==> config.mk <==
export PLATFORM = sky130hd
export DESIGN_NAME = tour_cmd_seq_flat
export DESIGN_NICKNAME = d
export VERILOG_FILES = /design/src/rtl/tour_cmd_seq_if.sv /design/src/rtl/tour_cmd_seq.sv /design/src/flat_wrapper.sv
export SDC_FILE = /design/constraint.sdc
export NUM_CORES = 1
export LEC_CHECK = 0
export CAP_MARGIN = 0
export CELL_PAD_IN_SITES_DETAIL_PLACEMENT = 1
export CELL_PAD_IN_SITES_GLOBAL_PLACEMENT = 1
export CORE_MARGIN = 4
export CORE_UTILIZATION = 32
export DETAILED_ROUTE_END_ITERATION = 6
export PLACE_DENSITY_LB_ADDON = 0.15
export REMOVE_ABC_BUFFERS = 1
export SYNTH_ARGS = -nofsm -noshare
export SYNTH_HDL_FRONTEND = slang
export SYNTH_SLANG_ARGS = --single-unit
==> constraint.sdc <==
create_clock -name clk -period 10.8 [get_ports clk]
set_input_delay 2.7 -clock clk [delete_from_list [all_inputs] [get_ports clk]]
set_output_delay 2.7 -clock clk [all_outputs]
set_load 0.005 [all_outputs]
==> src/rtl/tour_cmd_seq_if.sv <==
// Command-path bundle between the UART wrapper, the tour sequencer and the
// command processor. The sequencer itself connects through the slave modport.
// The master modport is the environment side: the UART wrapper plus the command processor.
interface tour_cmd_seq_if;
    logic [15:0] cmd_UART;
    logic        cmd_rdy_UART;
    logic        clr_cmd_rdy_UART;
    logic [15:0] cmd;
    logic        cmd_rdy;
    logic        clr_cmd_rdy;
    logic        send_resp;
    logic        resp_UART;

    modport master (
        output cmd_UART,
        output cmd_rdy_UART,
        input  clr_cmd_rdy_UART,
        input  cmd,
        input  cmd_rdy,
        output clr_cmd_rdy,
        output send_resp,
        input  resp_UART
    );

    modport slave (
        input  cmd_UART,
        input  cmd_rdy_UART,
        output clr_cmd_rdy_UART,
        output cmd,
        output cmd_rdy,
        input  clr_cmd_rdy,
        input  send_resp,
        output resp_UART
    );
endinterface

==> src/rtl/tour_cmd_seq.sv <==
// Knight's-tour command sequencer. In IDLE, UART commands pass straight through
// to the command processor. After start_tour, the block replays 24 solver moves.
// Each move is issued as two commands: a vertical leg, then a horizontal leg.
// Optional feature: define TOUR_FANFARE_EN to issue horizontal legs with
// opcode 4'h3 (move with fanfare) instead of 4'h2.
module tour_cmd_seq (
    input  logic        clk,
    input  logic        rst_n,
    input  logic        start_tour,
    input  logic [7:0]  move,
    output logic [4:0]  mv_indx,
    output logic        tour_done,
    output logic        tour_err,
    tour_cmd_seq_if.slave bus
);

    localparam logic [2:0] IDLE   = 3'd0;
    localparam logic [2:0] VERT   = 3'd1;
    localparam logic [2:0] HOLD_V = 3'd2;
    localparam logic [2:0] HORZ   = 3'd3;
    localparam logic [2:0] HOLD_H = 3'd4;

    localparam logic [4:0] LAST_INDX = 5'd23;
    localparam logic [3:0] VERT_OP   = 4'h2;
`ifdef TOUR_FANFARE_EN
    localparam logic [3:0] HORZ_OP   = 4'h3;
`else
    localparam logic [3:0] HORZ_OP   = 4'h2;
`endif

    localparam logic [7:0] NORTH = 8'h00;
    localparam logic [7:0] WEST  = 8'h3F;
    localparam logic [7:0] SOUTH = 8'h7F;
    localparam logic [7:0] EAST  = 8'hBF;

    logic [2:0] state;
    logic [2:0] next_state;
    logic       move_ok;
    logic [7:0] vert_head;
    logic [3:0] vert_sq;
    logic [7:0] horz_head;
    logic [3:0] horz_sq;

    assign move_ok = $onehot(move);

    // Split the one-hot move into its vertical and horizontal legs.
    always_comb begin
        vert_head = NORTH;
        vert_sq   = 4'd0;
        horz_head = EAST;
        horz_sq   = 4'd0;
        case (move)
            8'h01: begin vert_head = NORTH; vert_sq = 4'd2; horz_head = WEST; horz_sq = 4'd1; end
            8'h02: begin vert_head = NORTH; vert_sq = 4'd2; horz_head = EAST; horz_sq = 4'd1; end
            8'h04: begin vert_head = NORTH; vert_sq = 4'd1; horz_head = WEST; horz_sq = 4'd2; end
            8'h08: begin vert_head = SOUTH; vert_sq = 4'd1; horz_head = WEST; horz_sq = 4'd2; end
            8'h10: begin vert_head = SOUTH; vert_sq = 4'd2; horz_head = WEST; horz_sq = 4'd1; end
            8'h20: begin vert_head = SOUTH; vert_sq = 4'd2; horz_head = EAST; horz_sq = 4'd1; end
            8'h40: begin vert_head = SOUTH; vert_sq = 4'd1; horz_head = EAST; horz_sq = 4'd2; end
            8'h80: begin vert_head = NORTH; vert_sq = 4'd1; horz_head = EAST; horz_sq = 4'd2; end
            default: begin
                vert_head = NORTH;
                vert_sq   = 4'd0;
                horz_head = EAST;
                horz_sq   = 4'd0;
            end
        endcase
    end

    // Per-state output muxing: pass-through in IDLE, otherwise the leg being replayed.
    always_comb begin
        bus.cmd              = 16'h0000;
        bus.cmd_rdy          = 1'b0;
        bus.clr_cmd_rdy_UART = 1'b0;
        bus.resp_UART        = 1'b0;
        tour_done            = 1'b0;
        tour_err             = 1'b0;
        case (state)
            IDLE: begin
                bus.cmd              = bus.cmd_UART;
                bus.cmd_rdy          = bus.cmd_rdy_UART;
                bus.clr_cmd_rdy_UART = bus.clr_cmd_rdy;
                bus.resp_UART        = bus.send_resp;
            end
            VERT: begin
                bus.cmd     = {VERT_OP, vert_head, vert_sq};
                bus.cmd_rdy = move_ok;
                tour_err    = ~move_ok;
            end
            HOLD_V: begin
                bus.cmd = {VERT_OP, vert_head, vert_sq};
            end
            HORZ: begin
                bus.cmd     = {HORZ_OP, horz_head, horz_sq};
                bus.cmd_rdy = 1'b1;
            end
            HOLD_H: begin
                bus.cmd   = {HORZ_OP, horz_head, horz_sq};
                tour_done = bus.send_resp && (mv_indx == LAST_INDX);
            end
            default: begin
                bus.cmd = 16'h0000;
            end
        endcase
    end

    // Next-state logic; an illegal move word in VERT aborts back to IDLE.
    always_comb begin
        next_state = state;
        case (state)
            IDLE:   if (start_tour) next_state = VERT;
            VERT: begin
                if (!move_ok)              next_state = IDLE;
                else if (bus.clr_cmd_rdy)  next_state = HOLD_V;
            end
            HOLD_V: if (bus.send_resp)     next_state = HORZ;
            HORZ:   if (bus.clr_cmd_rdy)   next_state = HOLD_H;
            HOLD_H: begin
                if (bus.send_resp)
                    next_state = (mv_indx == LAST_INDX) ? IDLE : VERT;
            end
            default: next_state = IDLE;
        endcase
    end

    // State register with asynchronous abort to IDLE.
    always_ff @(posedge clk or negedge rst_n) begin
        if (!rst_n)
            state <= IDLE;
        else
            state <= next_state;
    end

    // Move index: cleared at tour start, advanced when a non-final move completes.
    always_ff @(posedge clk or negedge rst_n) begin
        if (!rst_n)
            mv_indx <= 5'd0;
        else if (state == IDLE && start_tour)
            mv_indx <= 5'd0;
        else if (state == HOLD_H && bus.send_resp && mv_indx != LAST_INDX)
            mv_indx <= mv_indx + 5'd1;
    end

endmodule

==> src/flat_wrapper.sv <==
// flat-port wrapper written by rule: the top's interface ports become plain ports
module tour_cmd_seq_flat 
  (clk, rst_n, start_tour, move, mv_indx, tour_done, tour_err, bus_cmd_UART, bus_cmd_rdy_UART, bus_clr_cmd_rdy_UART, bus_cmd, bus_cmd_rdy, bus_clr_cmd_rdy, bus_send_resp, bus_resp_UART);
  tour_cmd_seq_if bus_i ();
  input  logic clk;
  input  logic rst_n;
  input  logic start_tour;
  input  logic [7:0] move;
  output logic [4:0] mv_indx;
  output logic tour_done;
  output logic tour_err;
  input wire logic [$bits(bus_i.cmd_UART)-1:0] bus_cmd_UART;
  input wire logic [$bits(bus_i.cmd_rdy_UART)-1:0] bus_cmd_rdy_UART;
  output wire logic [$bits(bus_i.clr_cmd_rdy_UART)-1:0] bus_clr_cmd_rdy_UART;
  output wire logic [$bits(bus_i.cmd)-1:0] bus_cmd;
  output wire logic [$bits(bus_i.cmd_rdy)-1:0] bus_cmd_rdy;
  input wire logic [$bits(bus_i.clr_cmd_rdy)-1:0] bus_clr_cmd_rdy;
  input wire logic [$bits(bus_i.send_resp)-1:0] bus_send_resp;
  output wire logic [$bits(bus_i.resp_UART)-1:0] bus_resp_UART;
  assign bus_i.cmd_UART = bus_cmd_UART;
  assign bus_i.cmd_rdy_UART = bus_cmd_rdy_UART;
  assign bus_clr_cmd_rdy_UART = bus_i.clr_cmd_rdy_UART;
  assign bus_cmd = bus_i.cmd;
  assign bus_cmd_rdy = bus_i.cmd_rdy;
  assign bus_i.clr_cmd_rdy = bus_clr_cmd_rdy;
  assign bus_i.send_resp = bus_send_resp;
  assign bus_resp_UART = bus_i.resp_UART;
  tour_cmd_seq u_core (.clk(clk), .rst_n(rst_n), .start_tour(start_tour), .move(move), .mv_indx(mv_indx), .tour_done(tour_done), .tour_err(tour_err), .bus(bus_i));
endmodule
Yosys cells after proc, flatten, opt, wreduce, memory -nomap -nowiden. Cells that the tools add are included.

Bits in registers: 8. Logic and storage cells: 64.

Muxes and demuxes: 20. Reduce and logical (&&, ||, !) cells: 13. Eq/ne operators: 20. Bitwise gates (word level): 1. Add/subtract/negate cells: 8.

Operator list (number): 16-bit one-hot mux with 3 select lines (1); 3-bit 2-to-1 mux (6); 4-bit OR reduction (4); 3-bit one-hot mux with 5 select lines (1); 4-bit adder (3); 5-bit 2-to-1 mux (2); 1-bit by 1-bit adder with 2-bit output (4); 8-bit by 1-bit equality test with 1-bit output, second input constant (1); 8-bit by 2-bit equality test with 1-bit output, second input constant (1); 8-bit by 3-bit equality test with 1-bit output, second input constant (1); 8-bit by 4-bit equality test with 1-bit output, second input constant (1); 8-bit by 5-bit equality test with 1-bit output, second input constant (1); 8-bit by 6-bit equality test with 1-bit output, second input constant (1); 8-bit by 7-bit equality test with 1-bit output, second input constant (1); 8-bit equality test, second input constant (1); 8-bit 2-to-1 mux (1); 2-bit inequality test, second input constant (4); 2-bit one-hot mux with 2 select lines (2); 7-bit 2-to-1 mux (1); 3-bit by 2-bit equality test with 1-bit output, second input constant (2); 5-bit by 1-bit adder with 5-bit output, second input constant (1); 5-bit equality test, second input constant (1); 1-bit 2-to-1 mux (5); 5-bit inequality test, second input constant (1); other kinds (11) (15).

Logic depth before layout (Yosys ltp).
Depth after elaboration: 6. Gate-level depth with buffers: 12.

Worst setup path before layout. No wires, ideal clock.

Path kind: input-to-output. From: input port move[0]. To: output port bus_cmd_rdy. Cell stages on the path: 11. Setup slack: 2.836 ns. Arrival: 5.264 ns. Data required time: 8.100 ns. Buffers on the path: 0. Path through: ha_1 fa_1 inv_1 fa_1 inv_1 ha_1 fa_1 nor4b_1 or2_2 a22oi_1 nor2_1.

Cells in the longest elaborated chain, start to end: 5.

Ends and longest elaborated chain: from (decl) (line flat_wrapper.sv:8) `input logic [7:0] move;`; 1-bit by 1-bit adder with 2-bit output (implied by the code) (line tour_cmd_seq.sv:44) `assign move_ok = $onehot(move);`; 4-bit adder (implied by the code) (2 in series) (line tour_cmd_seq.sv:44); 4-bit by 1-bit equality test with 1-bit output (line tour_cmd_seq.sv:44); 1-bit one-hot mux with 3 select lines (line tour_cmd_seq.sv:78) `case (state)`; to (decl) (line flat_wrapper.sv:16) `output wire logic [$bits(bus_i.cmd_rdy)-1:0] bus_cmd_rdy;`.

No other way between the ends.

Final worst setup path. Ends and elaborated chain as after synthesis.

==> run metrics <==
number of global-route vias before repair roughly 1200; count of different cell masters after synthesis 42; Total Die Area ~4800 um^2; initial antenna violation count 0; FFs w/ async S/R, synth 1.00; Syn Area/Cell approximately 8.6 um^2; total congestion overflow 0; Sw Share 0.384; largest net degree at the start of global routing 18; clock buffer count from CTS 3; first-pass GRT wire length 5690 um; Finished Layout Cells about 240; Sw Pwr around 0.00012 W; commonest non-fill, non-tap cell in the layout clkdlybuf4s50_1; Max Root-Sink Buffers 2; Slew Limit Fails 0; YS warnings 0; layout cell share with drive strength beyond 1 0.0421; Core Area around 3500 um^2; post-layout min period just over 9 ns; vias per std cell 5.23; Worst Path Arrival 6.48 ns; overall power roughly 0.00032 W; Placed Cells roughly 230; Total Wirelength roughly 3600 um; pwr/cell area ~170 nW/um^2; Worst-Skew Late Latency 0.23 ns; max layer used met3; status finished, final reports clean; final count of hold timing violations 0; Synth Instances ~140; critical path launch point type primary input; clk slew on worst S/H paths ~0.040 ns; I/O Pins 56; Comb power frac 0.714; hold_buf cts 0; setup_tns 0 ns; maximum clock rate 109 MHz; met2 wire length between 1500 and 2000 um; CTS tree done; max-cap violations 0; Crit Path Class in -> out; most frequent cells in the layout 55 x clkdlybuf4s50_1, 19 x ha_1, 17 x inv_1, 8 x dfrtp_1; Tcrit/Tclk final 0.850; met3 WL post-DR about 280 um; Worst EP required 8.10 ns; DR WL/cell between 15 and 20 um; number of setup violations in the final report 0; GRT Util Overall 0.155; RSZ-0062 raised after global routing false; iteration count of the initial detailed-routing pass 5; Fin Clk Skew about 0.0025 ns; power share of the clock group 0.113; row count 21; Root Buffer clkbuf_8; LEAKAGE between 0.7 and 0.8 nW; Port Buffer Count between 50 and 60; initial drt markers 28; Yosys reg bits 8; Die W 69.0 um; CP max FO 3; Main synth FF type dfrtp_1; Post-Syn Area 1190 um^2; Starting Density 0.343; CTS resizes 0; slew margin rel. 0.277; deepest level of the CTS H-tree 1; sequential share of power 0.172; die height 69.0 um; Setup Buffers After CTS 0; Post-route DRC 0; Post-synth EDFFs 0; FF-to-FF setup slack 8.92 ns; peak supply drop around 67 uV; Hold WC Path Type reg -> reg; DR vias around 1200; Pint approximately 0.0002 W; Num Clock Sinks 8; M1 WL 1500 um; GPL Wtd Cong slightly below 0.8; sequential area share after synthesis 0.168; area grow syn2layout 52.1%; CP Capture Type output port; Worst Tran Pin Value roughly 1.1 ns; final layout net count roughly 250; dpl hpwl a little under 3000 um; Post-DRT Antenna Nets 0; Ant. Diodes 0
power groups by stage:
| stage | sequential [W] | combinational (W) | clock (W) |
|---|---|---|---|
| 2_1_floorplan | 0.0000494 | 0.000106 | 0 |
| 6_report | 0.0000545 | 0.000225 | 0.0000358 |
| 3_3_place_gp | 0.0000538 | 0.000223 | 0 |
| 4_1_cts | 0.0000541 | 0.000230 | 0.0000366 |
| 5_1_grt | 0.0000557 | 0.000253 | 0.0000371 |
| 3_5_place_dp | 0.0000546 | 0.000228 | 0 |
sequential cells by signal, summed over array words and instances (netlist names):
| register | flops |
|---|---|
| u_core.state | 3 |
| u_core.mv_indx | 5 |
routing by layer:
layer	up-vias	track usage
li1	591	-
met1	597	0.192
met2	46	0.281
met3	0	0.0405
met4	0	0.00730
met5	-	0
cell families after synthesis:
logic type | share of synthesized area
AOI/OAI and AO/OA | 0.239
DFF | 0.168
adders and majority gates | 0.267
buffers and inverters | 0.0789
muxes | 0.0252
and+or+nand+nor | 0.185
xor gates and xnor gates | 0.0368
worst max-delay path, stage by stage:
cell	delay, ns
clkdlybuf4s50_1	0.51
inv_1	0.08
ha_1	0.27
inv_1	0.05
fa_1	0.45
fa_1	0.52
inv_1	0.04
ha_1	0.20
fa_1	0.43
nor4b_1	0.33
or2_2	0.21
a22oi_1	0.07
nor2_1	0.11
clkdlybuf4s50_1	0.52
path summary, 6_finish.rpt:
path / start / to / cells after the start
worst max-delay path: move[0] / bus_cmd_rdy / 14
worst min-delay path: u_core.mv_indx[4] / u_core.mv_indx[4] / 2
worst max register to register: u_core.state[0] / u_core.mv_indx[1] / 2
worst min register to register: u_core.mv_indx[4] / u_core.mv_indx[4] / 2
max in group asynchronous: rst_n / u_core.mv_indx[0] / 1
min in group asynchronous: rst_n / u_core.mv_indx[3] / 1
stage by stage:
stage	area [um^2]	setup slack, ns	utilization	hold WS [ns]
after floorplan	1160	2.82	-	0.574
after global placement	1770	1.68	0.510	0.589
after detailed placement	1770	1.59	0.510	0.603
after CTS	1810	1.57	0.522	0.631
after global routing	1810	1.30	0.522	0.649
final	1810	1.62	0.522	0.624
cell usage after synthesis, types with 3 or more instances:
cell	count	area share
fa_1	4	0.067
dfrtp_1	8	0.17
o21a_1	6	0.038
and2_1	7	0.037
nor2_1	6	0.019
xor2_1	5	0.037
inv_1	17	0.054
o21ai_1	4	0.017
a21oi_1	5	0.021
nand2_1	7	0.022
a22oi_1	3	0.019
mux2i_1	3	0.025
ha_1	19	0.20
nand4_1	4	0.021
buf_2	3	0.013
a211oi_1	5	0.032
layout make-up:
type	instances	area [um^2]
Clock buffer	3	41.3
Fill cell	414	1660
Inverter	17	63.8
Multi-Input combinational cell	107	896
Sequential cell	8	200
Tap cell	46	57.6
Timing Repair Buffer	55	551
No activity file was read; power rests on OpenSTA's default activity.
